--- src/rtl/mc_seq_ctrl.sv ---
// Multi-cycle sequencing controller for the RV32I core: walks each instruction through
// fetch/decode/execute/memory/write-back and guards the memory handshake with a timeout.
module mc_seq_ctrl #(
    parameter int TIMEOUT = 16,
    parameter int CNT_W   = 32
) (
    input  logic             clk,
    input  logic             rst_n,
    input  logic [31:0]      inst,
    input  logic             mem_ready,
    input  logic             br_taken,
    output logic             ir_we,
    output logic             imm_we,
    output logic             pc_we,
    output logic             pc_src,
    output logic [1:0]       alu_a_sel,
    output logic             alu_b_sel,
    output logic             mem_req,
    output logic             mem_we,
    output logic             reg_we,
    output logic [1:0]       wb_sel,
    output logic [2:0]       state,
    output logic             trap,
    output logic [1:0]       trap_cause,
    output logic [CNT_W-1:0] cycle_cnt,
    output logic [CNT_W-1:0] instret_cnt
);

    typedef enum logic [2:0] {
        S_IDLE   = 3'd0,
        S_FETCH  = 3'd1,
        S_DECODE = 3'd2,
        S_EXEC   = 3'd3,
        S_MEM    = 3'd4,
        S_WB     = 3'd5,
        S_TRAP   = 3'd6
    } state_t;

    typedef enum logic [2:0] {
        C_R, C_OPIMM, C_LOAD, C_STORE, C_BRANCH, C_JAL, C_LUI, C_AUIPC
    } cls_t;

    state_t     st_q;
    cls_t       cls_q;
    logic [7:0] wcnt_q;
    cls_t       dec_cls;
    logic       dec_ok;
    logic       retire;
    logic       wait_hit;
    logic       unused_inst;

    // Only the opcode field steers sequencing; the rest feeds the datapath.
    assign unused_inst = ^inst[31:7];

    always_comb begin
        dec_ok  = 1'b1;
        dec_cls = C_R;
        case (inst[6:0])
            7'b0110011: dec_cls = C_R;
            7'b0010011: dec_cls = C_OPIMM;
            7'b0000011: dec_cls = C_LOAD;
            7'b0100011: dec_cls = C_STORE;
            7'b1100011: dec_cls = C_BRANCH;
            7'b1101111: dec_cls = C_JAL;
            7'b0110111: dec_cls = C_LUI;
            7'b0010111: dec_cls = C_AUIPC;
            default:    dec_ok  = 1'b0;
        endcase
    end

    // A completing handshake always beats the timeout in the same cycle.
    assign wait_hit = !mem_ready && (wcnt_q == 8'(TIMEOUT - 1));

    assign retire = (st_q == S_EXEC && (cls_q == C_BRANCH || cls_q == C_JAL)) ||
                    (st_q == S_MEM && mem_ready && cls_q == C_STORE) ||
                    (st_q == S_WB);

    assign state = st_q;

    always_ff @(posedge clk or negedge rst_n) begin
        if (!rst_n) begin
            st_q        <= S_IDLE;
            cls_q       <= C_R;
            wcnt_q      <= '0;
            trap        <= 1'b0;
            trap_cause  <= 2'd0;
            cycle_cnt   <= '0;
            instret_cnt <= '0;
        end else begin
            if (st_q != S_IDLE && !trap)
                cycle_cnt <= cycle_cnt + CNT_W'(1);
            if (retire)
                instret_cnt <= instret_cnt + CNT_W'(1);
            case (st_q)
                S_IDLE: begin
                    st_q   <= S_FETCH;
                    wcnt_q <= '0;
                end
                S_FETCH, S_MEM: begin
                    if (mem_ready) begin
                        if (st_q == S_FETCH) begin
                            st_q <= S_DECODE;
                        end else if (cls_q == C_STORE) begin
                            st_q   <= S_FETCH;
                            wcnt_q <= '0;
                        end else begin
                            st_q <= S_WB;
                        end
                    end else if (wait_hit) begin
                        st_q       <= S_TRAP;
                        trap       <= 1'b1;
                        trap_cause <= 2'd2;
                    end else begin
                        wcnt_q <= wcnt_q + 8'd1;
                    end
                end
                S_DECODE: begin
                    if (dec_ok) begin
                        cls_q <= dec_cls;
                        st_q  <= S_EXEC;
                    end else begin
                        st_q       <= S_TRAP;
                        trap       <= 1'b1;
                        trap_cause <= 2'd1;
                    end
                end
                S_EXEC: begin
                    case (cls_q)
                        C_LOAD, C_STORE: begin
                            st_q   <= S_MEM;
                            wcnt_q <= '0;
                        end
                        C_BRANCH, C_JAL: begin
                            st_q   <= S_FETCH;
                            wcnt_q <= '0;
                        end
                        default: st_q <= S_WB;
                    endcase
                end
                S_WB: begin
                    st_q   <= S_FETCH;
                    wcnt_q <= '0;
                end
                default: st_q <= S_TRAP;
            endcase
        end
    end

    // Strobes come only from state and the class latched at DECODE, so later inst
    // changes cannot disturb them. ALU operand selects are held through MEM/WB so the
    // address and result stay stable while they are consumed.
    always_comb begin
        ir_we     = 1'b0;
        imm_we    = 1'b0;
        pc_we     = 1'b0;
        pc_src    = 1'b0;
        alu_a_sel = 2'd0;
        alu_b_sel = 1'b0;
        mem_req   = 1'b0;
        mem_we    = 1'b0;
        reg_we    = 1'b0;
        wb_sel    = 2'd0;
        if (st_q inside {S_EXEC, S_MEM, S_WB}) begin
            case (cls_q)
                C_OPIMM, C_LOAD, C_STORE: alu_b_sel = 1'b1;
                C_LUI: begin
                    alu_a_sel = 2'd2;
                    alu_b_sel = 1'b1;
                end
                C_AUIPC: begin
                    alu_a_sel = 2'd1;
                    alu_b_sel = 1'b1;
                end
                default: ;
            endcase
        end
        case (st_q)
            S_FETCH: begin
                mem_req = 1'b1;
                ir_we   = mem_ready;
                pc_we   = mem_ready;
            end
            S_DECODE: imm_we = 1'b1;
            S_EXEC: begin
                if (cls_q == C_BRANCH) begin
                    pc_src = 1'b1;
                    pc_we  = br_taken;
                end else if (cls_q == C_JAL) begin
                    pc_src = 1'b1;
                    pc_we  = 1'b1;
                    reg_we = 1'b1;
                    wb_sel = 2'd2;
                end
            end
            S_MEM: begin
                mem_req = 1'b1;
                mem_we  = (cls_q == C_STORE);
            end
            S_WB: begin
                reg_we = 1'b1;
                wb_sel = (cls_q == C_LOAD) ? 2'd1 : 2'd0;
            end
            default: ;
        endcase
    end

endmodule

--- config.mk ---
export PLATFORM = sky130hd
export DESIGN_NAME = mc_seq_ctrl
export DESIGN_NICKNAME = d
export VERILOG_FILES = /design/src/rtl/mc_seq_ctrl.sv
export SDC_FILE = /design/constraint.sdc
export NUM_CORES = 1
export LEC_CHECK = 0
export ABC_AREA = 1
export BUFFER_PORTS_ARGS = -buffer_cell sky130_fd_sc_hd__clkbuf_2
export CAP_MARGIN = 20
export CORE_ASPECT_RATIO = 0.6
export CORE_MARGIN = 5
export CORE_UTILIZATION = 59
export CTS_CLUSTER_DIAMETER = 150
export DETAILED_ROUTE_END_ITERATION = 8
export HOLD_SLACK_MARGIN = 0.12
export PLACE_DENSITY = 0.86
export SLEW_MARGIN = 15
export SYNTH_ARGS = -nofsm -noshare
export SYNTH_HDL_FRONTEND = slang
export SYNTH_SLANG_ARGS = --single-unit
--- constraint.sdc ---
create_clock -name clk -period 4 [get_ports clk]
set_input_delay 0.8 -clock clk [delete_from_list [all_inputs] [get_ports clk]]
set_output_delay 0.8 -clock clk [all_outputs]
set_load 0.05 [all_outputs]
=== Word-level counts from Yosys, hierarchy flattened ===
Index checks and enable logic that the tools add are counted.

* Word-level logic and storage cells: 106
* Output and inout bits: 82
* Input port bits: 36
* Register bits: 81

* Add/sub/neg operators: 3
* Multiplexer cells: 42
* Reductions and logical operators: 25
* Eq/ne operators: 29

{| class="wikitable"
|+ Operator list
! operator !! number
|-
| adder 32 x 1 -> 32 bit, second input constant || 2
|-
| 2-to-1 mux 8 bit || 5
|-
| one-hot mux 8 bit (3 select lines) || 1
|-
| == test 7 x 6 -> 1 bit, second input constant || 3
|-
| one-hot mux 3 bit (7 select lines) || 1
|-
| == test 3 bit, second input constant || 6
|-
| 2-to-1 mux 1 bit || 16
|-
| 2-to-1 mux 3 bit || 5
|-
| == test 7 x 5 -> 1 bit, second input constant || 2
|-
| == test 7 bit, second input constant || 2
|-
| == test 3 x 2 -> 1 bit, second input constant || 4
|-
| 2-to-1 mux 2 bit || 6
|-
| one-hot mux 2 bit (2 select lines) || 3
|-
| one-hot mux 3 bit (4 select lines) || 1
|-
| nonzero test 3 bit || 3
|-
| adder 8 x 1 -> 8 bit, second input constant || 1
|-
| == test 8 x 4 -> 1 bit, second input constant || 1
|-
| OR reduction 2 bit || 4
|-
| OR reduction 8 bit || 1
|-
| == test 7 x 2 -> 1 bit, second input constant || 1
|-
| == test 3 x 1 -> 1 bit, second input constant || 2
|-
| != test 2 bit, second input constant || 3
|-
| != test 3 bit, second input constant || 2
|-
| one-hot mux 1 bit (2 select lines) || 3
|-
| 14 further kinds || 21
|}

=== Longest topological paths before layout ===
* Depth after elaboration: 5
* Mapped depth: 11
* Gate-level depth less buffers: 10

=== Worst setup path before layout ===
Ideal clock, no wire load.

* Kind: register to output
* From: reg st_q[1], in the netlist state[1]
* To: out alu_a_sel[0]
* Path buffers: 0
* Arrival: 2.537 ns
* Slack: 0.663 ns
* Stages on the path, launching flop included: 5
* Data required time: 3.200 ns
* Path through: dfrtp_1 > nand3_2 > inv_1 > nor2_1 > nor4_1

* Longest elaborated chain between the ends: 3
* Elaborated cells between the ends (all ways): 5
* Those cells by class: eq/ne (3); mux (1); reduce/logical (1)

{| class="wikitable"
|+ Ends and longest elaborated chain
! what !! line !! source
|-
| from (decl) || 43 || <nowiki>state_t st_q;</nowiki>
|-
| from (signal assigned) || 82 || <nowiki>st_q <= S_IDLE;</nowiki>
|-
| from (signal assigned) || 96 || <nowiki>st_q <= S_FETCH;</nowiki>
|-
| from (signal assigned) || 102 || <nowiki>st_q <= S_DECODE;</nowiki>
|-
| == test 3 x 2 -> 1 bit / == test 3 bit (equally long branches) || 163 || <nowiki>if (st_q inside {S_EXEC, S_MEM, S_WB}) begin</nowiki>
|-
| nonzero test 3 bit (*) || 163 ||
|-
| 2-to-1 mux 2 bit (*) || 163 ||
|-
| to (decl) || 16 || <nowiki>output logic [1:0] alu_a_sel,</nowiki>
|}

Mark *: on every way between the ends. The rest lies on a longest branch, timed or not.

=== Worst setup path in the final report ===
* From: reg cls_q[2]
* To: out alu_b_sel

* Longest elaborated chain between the ends: 4
* Elaborated cells between the ends (all ways): 8
* Those cells by class: eq/ne (5); mux (2); reduce/logical (1)

{| class="wikitable"
|+ Ends and longest elaborated chain
! what !! line !! source
|-
| from (decl) || 44 || <nowiki>cls_t cls_q;</nowiki>
|-
| from (signal assigned) || 119 || <nowiki>cls_q <= dec_cls;</nowiki>
|-
| == test 3 x 2 -> 1 bit (tied with other cells) || 164 || <nowiki>case (cls_q)</nowiki>
|-
| OR reduction 5 bit (no source line) (*) || -- ||
|-
| 2-to-1 mux 1 bit (*) || 164 ||
|-
| 2-to-1 mux 1 bit (*) || 163 ||
|-
| to (decl) || 17 || <nowiki>output logic alu_b_sel,</nowiki>
|}

Marks and branches as above.

==> flow_summary_export.csv <==
group,metric,value,unit
timing,setup_violations,0,
power,power,1590,uW
yosys,ys_seq_area_frac,0.403,
yosys,yosysWarningCount,0,
floorplanning,core-area,8430,um^2
yosys,ys_ff_latch,81,
worst_setup_path,critical_path_class,"reg -> out",
floorplanning,start_util,0.597,
grt,grtUsageTotal,0.272,
timing,rsz0062_at_grt,"false",
timing,finalSetupTns,0,ps
power,p_per_area,270,nW/um^2
yosys,synth_area_leaders,"dfrtp_1, nand2_1, nor2_1, xor2_1, inv_1",
worst_setup_path,cp-startpoint,"cls_q[2]",
yosys,synth_top_area_share,0.403,
worst_setup_path,worst_setup_path_start_kind,"flop",
floorplanning,dieArea,10500,um^2
layout,finalNetCount,880,
clock_network,htreeDepth,3,
worst_setup_path,worst_ep_arrival_time,1800,ps
floorplanning,rows,26,
worst_setup_path,r2r_setup_slack,1720,ps
yosys,synth_flop_cell,"dfrtp_1",
clock_network,clk_latency,330,ps
clock_network,clk_pin_slew_worst_paths,60,ps
layout,final_layout_size_suffix_gt1_frac,0.147,
worst_setup_path,worstRegToRegCells,8,
yosys,yosys.area.top_type,"dfrtp_1",
route,vias,5088,
run,maxCapViolCount,0,
worst_setup_path,r2r_end,"instret_cnt[30]",
timing,min_period_over_period,0.651,
yosys,synth_cell_types,32,
clock_network,cts_root_buf,"clkbuf_16",
worst_setup_path,crit_required,3200,ps
clock_network,cts_num_sinks,81,
yosys,synth.most_common_cell,"nand2_1",
placement,gp_congestion,0.992,
grt,grt_pass1_vias,4708,
route,viasPerCell,5.35,
timing,final_max_slew_viol_count,0,
yosys,synth_edf_count,0,
placement,port_buffers,92,
grt,antenna_found_initial,0,
timing,hold_viol_final,0,
route,drtIter0Drc,542,
route,drt-total-wl,13700,um
layout,n_antenna_cell,0,
power,p_leak,0.00307,uW
timing,relSlewSlack,0.490,
grt,grt_pass1_wl,22700,um
timing,post-route-min-period,2600,ps
yosys,synth_commonest_cells,"nand2_1, nor2_1, dfrtp_1",
floorplanning,die_h,81.5,um
floorplanning,ios,118,
clock_network,hold_buffers,0,
clock_network,cts_tree,"done",
clock_network,clk_path_buf_depth,2,
timing,skew,6.63,ps
clock_network,cts_resized,0,
route,wl_per_cell,14.4,um
route,antenna_left,0,
floorplanning,die_width,129,um
route,dr.pass1.iters,5,
power,peakVddDrop,0.000222,V
min_path,hold_class,"in -> async",
layout,area_growth,16.8,%
grt,gr-total-overflow,0,
timing,worst_pin_slew,762,ps
worst_setup_path,r2r-start,"cls_q[2]",
clock_network,cts_setup_buffers,0,
yosys,syn-num-nets,782,
status,status,"finished, final reports clean",
yosys,syn_area_per_cell,6.82,um^2
clock_network,numCtsBuffers,9,
worst_setup_path,endpoint_kind,"output port",
yosys,async_flop_share,1.00,
placement,post-dp-hpwl,10400,um
timing,fmax,0.384,GHz
grt,grt_max_degree,82,
worst_setup_path,path_max_fanout,9,
yosys,syn_area,5030,um^2
route,post-route-drc-count,0,
yosys,post_synth_inst_count,738,
worst max-delay path: stages (launching register included):
cell and delay, ps:
dfrtp_1 500, inv_1 170, ha_1 210, o32ai_1 290
inv_1 70, clkbuf_2 240
sequential cells by signal (all words and copies together), names as in the netlist:
name	flops
trap_cause	2
instret_cnt	32
trap	1
cls_q	3
wcnt_q	8
state	3
cycle_cnt	32
routing by layer:
layer	vias up	wire [um]	global-route usage	part of all wire
met3	12	1280	0.0780	0.093
met5	-	0	0	0
met1	2352	6410	0.395	0.47
li1	2506	-	-	-
met4	0	70	0.0535	0.0051
met2	218	5980	0.411	0.44
where the power goes:
part	switching (uW)	internal (uW)	leakage (uW)
Combinational	26.6	8.92	0.00189
Sequential	0	819	0.00105
Clock	320	410	0.000124
layout by cell type (no fill, tap or decap), types with 2 or more instances in the layout:
| master | n |
|---|---|
| nor2_1 | 111 |
| ha_1 | 8 |
| nand3_1 | 44 |
| clkbuf_2 | 91 |
| clkbuf_16 | 9 |
| a21oi_1 | 3 |
| nor3_1 | 8 |
| o21ai_0 | 8 |
| o21bai_1 | 2 |
| inv_2 | 4 |
| nor2_2 | 5 |
| xnor2_1 | 9 |
| dfrtp_1 | 81 |
| inv_1 | 67 |
| nor4_1 | 2 |
| nand2_2 | 3 |
| nand4_1 | 14 |
| clkinv_2 | 3 |
| nand3b_1 | 18 |
| nand2_1 | 304 |
| xor2_1 | 29 |
worst max-delay path by stage:
| stage | endpoint | slack [ps] | cells past startpoint |
|---|---|---|---|
| floorplan | alu_a_sel[0] | 660 | 4 |
| global placement | pc_we | 1760 | 4 |
| detailed placement | pc_we | 1710 | 4 |
| CTS | alu_b_sel | 1390 | 5 |
| global route | alu_b_sel | 1260 | 5 |
| finish | alu_b_sel | 1400 | 5 |
cell families (layout without fill, tap and decap cells):
kind of cell             count (synthesis)  in the layout  share of synthesized area
AO/OA/AOI/OAI                           18             18                     0.0209
XOR/XNOR                                38             38                     0.0661
adder cells (fa/ha/maj)                  8              8                     0.0199
buffers and inverters                   77            178                     0.0599
flip-flops                              81             81                      0.403
AND/OR/NAND/NOR                        516            516                      0.430
per-stage QoR:
stage	std cells	instance area [um^2]	util	worst slack, ps	hold slack (ps)
floorplan	738	5030	-	663	464
global placement	936	5600	0.665	1760	480
detailed placement	936	5600	0.665	1710	506
CTS	950	5850	0.695	1390	517
global route	951	5880	0.698	1260	382
finish	951	5880	0.698	1400	372
layout make-up:
cell class / count / area, um^2
multi-input cells: 580 / 2700
clock buffers: 10 / 229
inverters: 71 / 267
repair buffers: 93 / 490
well taps: 112 / 140
flip-flops and latches: 81 / 2030
fillers: 710 / 2550
clock inverters: 4 / 22.5
Note: power is estimated with default switching activity, not from simulation.
